### src/rtl/masked_sbox_scheduler.sv
// masked_sbox_scheduler: arbitrates the SubBytes datapath (requester 0) and
// the key schedule (requester 1) onto one shared, fully pipelined 2-share
// masked AES S-box, attaches fresh randomness to each issued byte, tracks
// in-flight ops and routes results back to their originator. A drain/halt
// handshake lets the top level quiesce the S-box before a mode change.
//
// Build option: define MASKED_SBOX_KEY_PRIORITY_EN to give the key schedule
// fixed priority on conflicts (no round-robin pointer). Default build uses
// round-robin arbitration.
module masked_sbox_scheduler #(
    parameter int unsigned LAT   = 3,
    parameter int unsigned RND_W = 12,
    parameter int unsigned TAG_W = 4
) (
    input  logic                 clk,
    input  logic                 rst,
    input  logic [1:0]           req_valid,
    output logic [1:0]           req_ready,
    input  logic [15:0]          req_sh0,
    input  logic [15:0]          req_sh1,
    input  logic [2*TAG_W-1:0]   req_tag,
    input  logic [RND_W-1:0]     rnd_in,
    input  logic                 rnd_valid,
    output logic                 rnd_ready,
    output logic [7:0]           sbox_in0,
    output logic [7:0]           sbox_in1,
    output logic [RND_W-1:0]     sbox_ran,
    output logic                 sbox_in_valid,
    input  logic [7:0]           sbox_out0,
    input  logic [7:0]           sbox_out1,
    output logic [1:0]           resp_valid,
    output logic [7:0]           resp_sh0,
    output logic [7:0]           resp_sh1,
    output logic [TAG_W-1:0]     resp_tag,
    input  logic                 drain,
    output logic                 idle,
    output logic [2:0]           inflight
);

    localparam int unsigned BYTE_W = 8;
    localparam int unsigned CNT_W  = 3;

    localparam logic [1:0] ST_RUN   = 2'd0;
    localparam logic [1:0] ST_DRAIN = 2'd1;
    localparam logic [1:0] ST_HALT  = 2'd2;

    // Control state
    logic [1:0]         state_q, state_d;
    logic               idle_q, idle_d;
    logic [CNT_W-1:0]   inflight_q, inflight_d;

`ifndef MASKED_SBOX_KEY_PRIORITY_EN
    logic               rr_q, rr_d;
`endif

    // Registered S-box operands; held when nothing issues so no share or
    // mask toggles reach the S-box inputs.
    logic [BYTE_W-1:0]  sbox_in0_q, sbox_in0_d;
    logic [BYTE_W-1:0]  sbox_in1_q, sbox_in1_d;
    logic [RND_W-1:0]   sbox_ran_q, sbox_ran_d;
    logic               sbox_in_valid_q, sbox_in_valid_d;

    // Tracking pipeline: LAT stages aligned with the S-box, plus the
    // response register as the final stage (LAT+1 total).
    logic [LAT-1:0]             sr_vld_q, sr_vld_d;
    logic [LAT-1:0]             sr_id_q,  sr_id_d;
    logic [LAT-1:0][TAG_W-1:0]  sr_tag_q, sr_tag_d;
    logic [1:0]                 resp_valid_q, resp_valid_d;
    logic [TAG_W-1:0]           resp_tag_q, resp_tag_d;

    logic               issue_c;
    logic               grant_c;
    logic               ret_c;
    logic [TAG_W-1:0]   grant_tag_c;

    // Arbitration and the combinational request/randomness handshakes
    always_comb begin
        issue_c   = (state_q == ST_RUN) && rnd_valid && (|req_valid);
`ifdef MASKED_SBOX_KEY_PRIORITY_EN
        grant_c   = req_valid[1];
`else
        grant_c   = (&req_valid) ? rr_q : req_valid[1];
`endif
        req_ready = 2'b00;
        if (issue_c) begin
            req_ready = grant_c ? 2'b10 : 2'b01;
        end
        rnd_ready = issue_c;
    end

`ifndef MASKED_SBOX_KEY_PRIORITY_EN
    // Round-robin pointer moves only when a conflict is resolved
    always_comb begin
        rr_d = rr_q;
        if (issue_c && (&req_valid)) begin
            rr_d = ~grant_c;
        end
    end
`endif

    // Operand capture for the granted requester
    always_comb begin
        sbox_in0_d      = sbox_in0_q;
        sbox_in1_d      = sbox_in1_q;
        sbox_ran_d      = sbox_ran_q;
        sbox_in_valid_d = issue_c;
        grant_tag_c     = grant_c ? req_tag[2*TAG_W-1:TAG_W] : req_tag[TAG_W-1:0];
        if (issue_c) begin
            sbox_in0_d = grant_c ? req_sh0[15:8] : req_sh0[7:0];
            sbox_in1_d = grant_c ? req_sh1[15:8] : req_sh1[7:0];
            sbox_ran_d = rnd_in;
        end
    end

    // Tag/ID shift register and response decode
    always_comb begin
        sr_vld_d    = sr_vld_q;
        sr_id_d     = sr_id_q;
        sr_tag_d    = sr_tag_q;
        sr_vld_d[0] = issue_c;
        sr_id_d[0]  = grant_c;
        sr_tag_d[0] = grant_tag_c;
        for (int unsigned k = 1; k < LAT; k++) begin
            sr_vld_d[k] = sr_vld_q[k-1];
            sr_id_d[k]  = sr_id_q[k-1];
            sr_tag_d[k] = sr_tag_q[k-1];
        end
        resp_valid_d = 2'b00;
        if (sr_vld_q[LAT-1]) begin
            resp_valid_d = sr_id_q[LAT-1] ? 2'b10 : 2'b01;
        end
        resp_tag_d = sr_tag_q[LAT-1];
    end

    // In-flight counter: +1 on issue, -1 when a response is presented
    always_comb begin
        ret_c      = |resp_valid_q;
        inflight_d = inflight_q + CNT_W'(issue_c) - CNT_W'(ret_c);
    end

    // Run / drain / halt control
    always_comb begin
        state_d = state_q;
        case (state_q)
            ST_RUN: begin
                if (drain) begin
                    state_d = ST_DRAIN;
                end
            end
            ST_DRAIN: begin
                if (!drain) begin
                    state_d = ST_RUN;
                end else if (inflight_q == '0) begin
                    state_d = ST_HALT;
                end
            end
            ST_HALT: begin
                if (!drain) begin
                    state_d = ST_RUN;
                end
            end
            default: state_d = ST_RUN;
        endcase
        idle_d = (state_d == ST_HALT);
    end

    // Control registers
    always_ff @(posedge clk or posedge rst) begin
        if (rst) begin
            state_q    <= ST_RUN;
            idle_q     <= 1'b0;
            inflight_q <= '0;
`ifndef MASKED_SBOX_KEY_PRIORITY_EN
            rr_q       <= 1'b0;
`endif
        end else begin
            state_q    <= state_d;
            idle_q     <= idle_d;
            inflight_q <= inflight_d;
`ifndef MASKED_SBOX_KEY_PRIORITY_EN
            rr_q       <= rr_d;
`endif
        end
    end

    // S-box operand registers
    always_ff @(posedge clk or posedge rst) begin
        if (rst) begin
            sbox_in0_q      <= '0;
            sbox_in1_q      <= '0;
            sbox_ran_q      <= '0;
            sbox_in_valid_q <= 1'b0;
        end else begin
            sbox_in0_q      <= sbox_in0_d;
            sbox_in1_q      <= sbox_in1_d;
            sbox_ran_q      <= sbox_ran_d;
            sbox_in_valid_q <= sbox_in_valid_d;
        end
    end

    // Tracking pipeline registers; reset discards in-flight ops
    always_ff @(posedge clk or posedge rst) begin
        if (rst) begin
            sr_vld_q     <= '0;
            sr_id_q      <= '0;
            sr_tag_q     <= '0;
            resp_valid_q <= 2'b00;
            resp_tag_q   <= '0;
        end else begin
            sr_vld_q     <= sr_vld_d;
            sr_id_q      <= sr_id_d;
            sr_tag_q     <= sr_tag_d;
            resp_valid_q <= resp_valid_d;
            resp_tag_q   <= resp_tag_d;
        end
    end

    assign sbox_in0      = sbox_in0_q;
    assign sbox_in1      = sbox_in1_q;
    assign sbox_ran      = sbox_ran_q;
    assign sbox_in_valid = sbox_in_valid_q;
    assign resp_valid    = resp_valid_q;
    assign resp_tag      = resp_tag_q;
    // Result shares pass straight through; never recombined here
    assign resp_sh0      = sbox_out0;
    assign resp_sh1      = sbox_out1;
    assign idle          = idle_q;
    assign inflight      = inflight_q;

endmodule

### config.mk
export PLATFORM = sky130hd
export DESIGN_NAME = masked_sbox_scheduler
export DESIGN_NICKNAME = d
export VERILOG_FILES = /design/src/rtl/masked_sbox_scheduler.sv
export SDC_FILE = /design/constraint.sdc
export NUM_CORES = 1
export LEC_CHECK = 0
export ABC_AREA = 1
export CAP_MARGIN = 40
export CORE_UTILIZATION = 43
export CTS_BUF_LIST = sky130_fd_sc_hd__clkbuf_8
export DETAILED_ROUTE_END_ITERATION = 12
export PLACE_DENSITY = 0.87
export SYNTH_ARGS = -nofsm -noshare
export SYNTH_HDL_FRONTEND = slang
export SYNTH_SLANG_ARGS = --single-unit
### constraint.sdc
create_clock -name clk -period 4.8 [get_ports clk]
set_clock_uncertainty 0.05 [all_clocks]
set_input_delay 0.96 -clock clk [delete_from_list [all_inputs] [get_ports clk]]
set_output_delay 0.96 -clock clk [all_outputs]
set_load 0.02 [all_outputs]
Word level (Yosys, flattened, before mapping):

Cells that the tools add are included.

* word-level logic and storage cells: 42
* output and inout port bits: 58
* register bits: 60

* bitwise logic cells: 1
* reduce and logical (&&, ||, !) cells: 8
* equality and inequality tests: 3
* mux-type cells: 13
* add/subtract/negate cells: 2

Operators with widths (count)
* 2-bit two-way mux: 8
* 8-bit two-way mux: 2
* 2-bit one-hot mux with 3 select lines: 1
* 2-bit == test (second input constant): 2
* 4-bit two-way mux: 1
* 2-bit OR reduction: 2
* 3-bit by 1-bit adder with 3-bit output: 1
* 1-bit logical AND: 3
* 3-bit zero test: 1
* 3-bit by 1-bit subtractor with 3-bit output: 1
* 2-bit by 1-bit == test with 1-bit output (second input constant): 1
* 2-bit zero test: 1
* 2-bit AND reduction: 1
* 1-bit two-way mux: 1
* 1-bit NOT: 1

Longest topological paths before layout:

Gate-level depths: netlist (run 1).

* word-level depth: 5
* depth in mapped cells: 9
* depth with buffers taken out: 8

Worst setup path before layout (run 1):

OpenSTA, ideal clock, no wires.

* path type: input-to-output
* from: input req_valid[1]
* to: output req_ready[0]
* stages on the path: 6
* arrival time: 1.762 ns
* slack: 2.028 ns
* data required time: 3.790 ns
* path through: buf_4 nor2_4 nor2_4 inv_2 buf_2 nor2_1

* word-level cells in the longest chain between the ends: 4
* elaborated cells on any way between the ends: 6
* classes of those cells: 3 x mux; 3 x reduce/logical

Ends and longest elaborated chain
* start, declared: RTL line 17 `input logic [1:0] req_valid,`
* 2-bit AND reduction: RTL line 82 `grant_c = (&req_valid) ? rr_q : req_valid[1];`
* 1-bit two-way mux: RTL line 82
* 2-bit two-way mux: RTL line 86 `req_ready = grant_c ? 2'b10 : 2'b01;`
* 2-bit two-way mux (*): RTL line 85 `if (issue_c) begin`
* end, declared: RTL line 18 `output logic [1:0] req_ready,`

Every way passes the cells marked *; elsewhere a longest branch is shown, timed or not.

Worst setup path in the final report (run 1):

* from: input req_valid[0]
* to: output req_ready[0]

* word-level cells in the longest chain between the ends: 4
* elaborated cells on any way between the ends: 6
* classes of those cells: 3 x mux; 3 x reduce/logical

Ends and longest elaborated chain
* 2-bit AND reduction: RTL line 82
* 1-bit two-way mux: RTL line 82
* named net grant_c: RTL line 72 `logic grant_c;`
* 2-bit two-way mux: RTL line 86
* 2-bit two-way mux: RTL line 85

The timed path passes the listed nets, and every way through them passes these cells.

==> impl_metrics.toml, run 1 <==
[placement]
place_inst = 415
gp_congestion = 0.730
io_buffers = 99
hpwl_mm = 3.97

[run]
cap_violations = 0

[finish]
drive_gt1_share_pct = 7.24
area_growth_pct = 43.9
fin_nets = 431
antenna_cells = 0
stdcell_count = 431

[timing]
max_freq_mhz = 242
setup_tns_ps = 0
hold_viol = 0
slew_viol_final = 0
max-slew-margin-rel_pct = 55.8
tightestPinTransition_ps = 663
rsz0062_at_grt = "no"
fin_crit_sh_pct = 86.2
finalSetupViolations = 0
fin_crit_ps = 4140

[synth]
synth-xor-area-share_pct = 0.712
synthTopCellsByCount = "nand2_1 (133), dfrtp_1 (59), buf_4 (17), nand3_1 (17), inv_1 (11)"
syn-num-nets = 345
synth.area.top_cells = "dfrtp_1 (60%), nand2_1 (20%), buf_4 (5.2%)"
ys_seq_area_share_pct = 60.0
synthAdderAreaFrac_pct = 1.83
synth_area_leader_cell = "dfrtp_1"
synth_edf_count = 0
ys_types = 21
yosysWarnings = 0
yosys-mux-area-fraction_pct = 0
avgSynthCellArea_um2 = 9.18
synthCells = 268
async_flop_share_pct = 100
synth_compound_area_share_pct = 0.610
synth-simple-area-share_pct = 26.8
synth-seq-cells = 59
synth-main-ff-cell = "dfrtp_1"
synth_top_area_share_pct = 60.0
yosysMostFrequentCell = "nand2_1"
synth_area_mm2 = 0.00246
synth_top_family_by_area = "simple AND/OR/NAND/NOR gates"

[global_route]
grt_usage_pct = 19.2
antenna_found_initial = 0
grt_pass1_vias = 2006
grt_pass1_wl_mm = 8.87
grt-ovfl-total = 0
grt_max_degree = 34

[setup_path]
cp.arrival_ps = 3130
crit_start = "req_valid[0]"
cp_max_fo = 22
crit_end = "req_ready[0]"
r2r_cells = 9
crit_type = "in2out"
cp.required_ps = 3790
end_kind = "primary output"
rrSetupSlack_ps = 2590
r2r-start = "state_q[1]"
critPathLaunchType = "primary input"
r2r-end = "inflight[2]"

[route]
antenna_left = 0
route.detailed.drc = 0
drtIter0Drc = 86
vias = 2000
viasPerCell = 4.64
totalWireLength_mm = 5.34
dr.pass1.iters = 4
wl_per_cell_um = 12.4

[die]
rows = 27
die_h_um = 77.7
die_w_um = 77.7
start_util_pct = 44.7
core_mm2 = 0.00551
io_pins = 132
die_area_mm2 = 0.00603

[power]
p_leak_nw = 1.76
peakVddDrop_v = 0.000229
power.density_mw_per_mm2 = 519

[cts]
cts_tree = "done"
insertion_delay_ps = 320
cts-root-buf = "clkbuf_8"
cts_resized = 0
clock_path_buffers = 2
hold_buffers = 0
clkSinkCount = 59
cts.htree.levels = 3
cts.clk_slew.worst_paths_ps = 60
post_cts_buffers = 0
cts_buffers = 9

[hold_path]
hold_class = "reg2reg"

[status]
status = "finished, final reports clean"
## worst max-delay path, stage by stage
cell and delay [ps]:
clkdlybuf4s50_1 570, nand2_2 230, nand2_2 390, inv_1 210, nor2_1 140, clkdlybuf4s50_1 630
## cell usage in the layout (no fill, tap or decap), drive strengths merged
cell type,synthesis,routed
xnor2,1,1
nand4,1,1
clkbuf,0,10
nand2,135,135
clkdlybuf4s50,0,99
nor2,7,7
nand3,17,17
xor2,1,1
dfrtp,59,59
and3,1,1
or2,1,1
ha,2,2
a21oi,2,2
inv,12,13
clkinv,0,4
clkinvlp,0,1
o21ai,1,1
buf,27,3
fa,1,1
## sequential cells by signal (all words and copies together), names as in the netlist
register    cells
sbox_in1        8
state_q         2
rr_q            1
inflight        3
sr_vld_q        3
sbox_in0        8
idle            1
sbox_ran       12
sr_tag_d        8
resp_tag_d      4
resp_tag        4
resp_valid      2
sr_id_q         3
## per-stage QoR
step	power [mW]	instance area (um^2)	utilization, %	setup WS, ps	hold slack, ps
finish	1.84	3540	64.3	661	298
global route	1.95	3540	64.3	489	304
CTS	1.86	3540	64.3	634	299
detailed placement	1.47	3360	61.1	644	286
global placement	1.43	3360	61.1	712	282
floorplan	1.13	2460	-	2030	281
## power by group
part           internal (mW)  switching (mW)
logic                  0.336           0.381
registers              0.649          0.0850
clock network          0.201           0.188
total                   1.19           0.654
## area by class of cell
class	instances	area [um^2]
well taps	72	90.1
multi-input cells	170	737
clock inverters	6	42.5
flip-flops and latches	59	1480
inverters	12	45.0
clock buffers	10	138
repair buffers	102	1010
fillers	449	1960
## how the worst min path moves through the flow
stage,startpoint,to,cells past startpoint
finish,resp_tag_d[2],resp_tag[2],0
CTS,sr_tag_d[7],sr_tag_d[11],0
global route,resp_tag_d[2],resp_tag[2],0
detailed placement,sr_id_q[1],sr_id_q[2],0
floorplan,resp_tag_d[0],resp_tag[0],0
global placement,sr_tag_d[7],sr_tag_d[11],0
## per-layer routing
metal	vias to the layer above	GRT usage, %	wire (um)
li1	972	-	-
met3	11	6.59	440
met4	0	7.92	73
met1	925	21.0	2070
met5	-	0	0
met2	92	33.8	2750
## logic make-up (layout without fill, tap and decap cells)
kind of cell	after synthesis	count (layout)
and+or+nand+nor	162	162
AOI/OAI and AO/OA	3	3
buffers and inverters	39	130
DFF	59	59
xor gates and xnor gates	2	2
adders and majority gates	3	3
(Power assumes the default switching activity.)
==> run 2, diff against run 1 <==
CORE_UTILIZATION = 56   (was 43)
DONT_BUFFER_PORTS = 1   (was default)
PLACE_DENSITY = 0.71   (was 0.87)
==> run 2 against run 1 <==
Wire length down 20%. Critical endpoint unchanged. Cell count down 28%. Non-clock buffer count down 100. Clock-buffer cell count unchanged.
==> impl_metrics.toml, run 2 (synthesis gave the netlist of run 1 again) <==
[timing]
fin_crit_sh_pct = 65.8
slew_viol_final = 0
fin_crit_ps = 3160
hold_viol = 0
setup_tns_ps = 0
finalSetupViolations = 0
rsz0062_at_grt = "no"
max-slew-margin-rel_pct = 53.3
max_freq_mhz = 316
layout_setup_ws_ps = 1640
tightestPinTransition_ps = 701

[cts]
clkSinkCount = 59
hold_buffers = 0
insertion_delay_ps = 320
cts-root-buf = "clkbuf_8"
cts_resized = 0
cts_tree = "done"
cts.htree.levels = 3
clock_path_buffers = 2
cts.clk_slew.worst_paths_ps = 60
cts_buffers = 9
post_cts_buffers = 0

[setup_path]
crit_start = "req_valid[0]"
r2r-start = "state_q[1]"
critPathLaunchType = "primary input"
cp.required_ps = 3790
cp_max_fo = 22
end_kind = "primary output"
crit_type = "in2out"
rrSetupSlack_ps = 2590
r2r_cells = 9
r2r-end = "inflight[2]"
cp.arrival_ps = 2150

[placement]
gp_congestion = 0.676
hpwl_mm = 2.88
io_buffers = 0
pre_cts_ws_ps = 1640

[power]
p_leak_nw = 1.39
power.density_mw_per_mm2 = 625
peakVddDrop_v = 0.000303

[run]
cap_violations = 0

[route]
dr.pass1.iters = 4
viasPerCell = 5.13
antenna_left = 0
route.detailed.drc = 0
wl_per_cell_um = 13.8
totalWireLength_mm = 4.28
drtIter0Drc = 71
vias = 1584

[global_route]
antenna_found_initial = 0
grt_pass1_wl_mm = 6.47
grt_usage_pct = 19.9
grt-ovfl-total = 0
grt_max_degree = 60
grt_pass1_vias = 1403

[die]
die_w_um = 68.3
core_mm2 = 0.00412
die_area_mm2 = 0.00466
die_h_um = 68.3
rows = 23
start_util_pct = 59.8
io_pins = 132

[hold_path]
worstHoldStart = "sr_tag_d[8]"
hold_class = "reg2reg"
holdPathStages = 0
min_to = "resp_tag_d[0]"

[status]
status = "finished, final reports clean"

[finish]
antenna_cells = 0
most-common-layout-cells = "nand2_1 (133), dfrtp_1 (59), nand3_1 (17)"
layout_commonest_cell = "nand2_1"
largest_reg_flops = 12
area_growth_pct = 2.80
drive_gt1_share_pct = 9.65
num-fill-cells = 367
fin_nets = 331
[run 2: cell count changes in the layout (fill, tap and decap cells not counted), sizes merged]
cell,delta
clkinv,-1
clkdlybuf4s50,-99
buf,-1
bufinv,+1
[run 2: worst max-delay path: stages]
cell     delay (ps)
nand2_2         190
nand2_2         400
inv_1           230
nor2_1          360
[run 2: stage by stage]
stage	total power, mW	instances	instance area, um^2	hold slack (ps)	utilization, %
after floorplan	1.13	268	2460	281	-
after global placement	1.15	293	2340	281	56.8
after detailed placement	1.17	293	2340	285	56.8
after CTS	1.60	309	2530	299	61.5
after global routing	1.69	309	2530	301	61.5
final	1.58	309	2530	295	61.5
[run 2: cell type report]
cell class	instances	area, um^2	share of cell area [%]
clock buffer	10	138	5.44
clock inverter	6	56.3	2.23
sequential	59	1480	58.4
multi-input combinational	170	737	29.1
inverter	12	45.0	1.78
tap	50	62.6	2.47
timing repair buffer	2	15.0	0.593
[run 2: power by group]
part / switching [mW] / internal (mW) / leakage [nW] / total (mW)
clock: 0.181 / 0.249 / 0.103 / 0.430
sequential: 0.252 / 0.648 / 0.731 / 0.900
combinational: 0.160 / 0.0922 / 0.553 / 0.252
total: 0.593 / 0.989 / 1.39 / 1.58
[run 2: layer usage]
metal  share of wire, %  vias up  GRT usage [%]
li1                   -      774              -
met1                 42      733           25.6
met2                 48       67           28.7
met3                7.6       10           6.17
met4                2.3        0           13.0
met5                  0        -              0
[run 2: how the worst max path moves through the flow]
stage | slack (ps) | endpoint
2_1_floorplan | 2030 | req_ready[0]
5_1_grt | 1510 | req_ready[0]
3_3_place_gp | 1700 | req_ready[0]
6_report | 1640 | req_ready[0]
4_1_cts | 1620 | req_ready[0]
3_5_place_dp | 1640 | req_ready[0]
==> run 3, diff against run 2 <==
clock period = 3.15 ns   (was 4.8 ns; I/O delays follow)
==> run 3 against run 2 <==
Combinational power increased by 56%. Sequential cell count unchanged. Critical endpoint unchanged. Power increased by 54%.
==> impl_metrics.toml, run 3 (synthesis gave the netlist of run 1 again) <==
[global_route]
grt-ovfl-total = 0
antenna_found_initial = 0
grt_usage_pct = 20.4
grt_pass1_vias = 1417
grt_pass1_wl_mm = 6.52
grt_max_degree = 32

[placement]
hpwl_mm = 3.08
gp_congestion = 0.778
io_buffers = 0
pre_cts_ws_ps = 691

[finish]
most-common-layout-cells = "nand2_1 (133), dfrtp_1 (59), nand3_1 (17)"
fin_nets = 335
layout_commonest_cell = "nand2_1"
drive_gt1_share_pct = 11.4
antenna_cells = 0
num-fill-cells = 373
area_growth_pct = 4.27
multi_input_area_um2 = 737
largest_reg_flops = 12
seqCellArea_mm2 = 0.00148

[timing]
max_freq_mhz = 386
hold_viol = 0
setup_tns_ps = 0
finalSetupViolations = 0
fin_crit_sh_pct = 82.2
holdWs_ps = 201
fin_crit_ps = 2590
tightestPinTransition_ps = 592
rsz0062_at_grt = "no"
layout_setup_ws_ps = 560
max-slew-margin-rel_pct = 60.5
slew_viol_final = 0

[setup_path]
rrSetupSlack_ps = 1040
cp_cell_sequence = "inv_1, nand2_2, nand2_2, inv_1, nor2_1, buf_4"
path_buf_inv = 3
slowest_delay_ps = 380
end_kind = "primary output"
cp.required_ps = 2470
cp.arrival_ps = 1910
cp_top_family = "simple AND/OR/NAND/NOR gates"
slowest_stage = "dfrtp_1"
critPathLaunchType = "flop"
cp_max_fo = 22
crit_type = "reg2out"

[route]
wl_per_cell_um = 13.9
dr.pass1.iters = 6
antenna_left = 0
totalWireLength_mm = 4.35
drtIter0Drc = 64
viasPerCell = 5.13
vias = 1607
route.detailed.drc = 0

[run]
cap_violations = 0

[cts]
cts_tree = "done"
cts_resized = 0
insertion_delay_ps = 320
cts.htree.levels = 3
clkSinkCount = 59
clock_path_buffers = 2
cts.clk_slew.worst_paths_ps = 70
post_cts_buffers = 0
hold_buffers = 0
cts-root-buf = "clkbuf_8"
cts_buffers = 9

[die]
die_area_mm2 = 0.00466
die_w_um = 68.3
core_mm2 = 0.00412
rows = 23
start_util_pct = 59.8
io_pins = 132
die_h_um = 68.3

[power]
power.density_mw_per_mm2 = 947
pwr-share-comb_pct = 16.2
p_seq_share_pct = 56.3
clkPwrFrac_pct = 27.5
peakVddDrop_v = 0.000468
sw_frac_of_total_pct = 38.2
p_leak_nw = 1.40
internal_power_mw = 1.50
net-switching-power_mw = 0.928

[status]
status = "finished, final reports clean"

[hold_path]
hold_class = "in2async"
## run 3: cell count changes in the layout (fill, tap and decap cells not counted), sizes merged
cell / delta
clkinvlp: +1
buf: +4
clkbuf: -1
## run 3: final cells by class
| type | count | share of cell area (%) |
|---|---|---|
| multi-input cells | 170 | 28.7 |
| clock buffers | 9 | 4.83 |
| inverters | 12 | 1.76 |
| clock inverters | 7 | 2.97 |
| well taps | 50 | 2.44 |
| flip-flops and latches | 59 | 57.5 |
| repair buffers | 6 | 1.76 |
## run 3: through the flow
step,utilization [%],power [mW],cells,instance area [um^2]
floorplan,-,1.72,268,2460
global placement,57.5,1.76,297,2370
detailed placement,57.5,1.79,297,2370
CTS,62.4,2.46,313,2570
global route,62.4,2.60,313,2570
finish,62.4,2.43,313,2570
## run 3: power by group through the flow
stage,Combinational (mW),Sequential [mW],Clock (mW)
3_3_place_gp,0.384,1.38,0
5_1_grt,0.477,1.40,0.719
6_report,0.394,1.37,0.668
2_1_floorplan,0.379,1.34,0
4_1_cts,0.405,1.37,0.686
3_5_place_dp,0.405,1.38,0
## run 3: worst paths after layout
kind | startpoint | to | cells after the start
max in group asynchronous | rst | sr_tag_d[4] | 2
hold / removal | rst | resp_tag[1] | 1
setup reg to reg | resp_valid[1] | inflight[2] | 8
setup / recovery | rr_q | req_ready[0] | 6
min in group clk | sr_tag_d[4] | sr_tag_d[8] | 0
hold reg to reg | sr_tag_d[4] | sr_tag_d[8] | 0
## run 3: layer usage
metal	track usage, %	part of all wire, %
met1	24.5	42
met2	30.8	47
met3	10.2	9.2
met4	9.11	1.5
met5	0	0
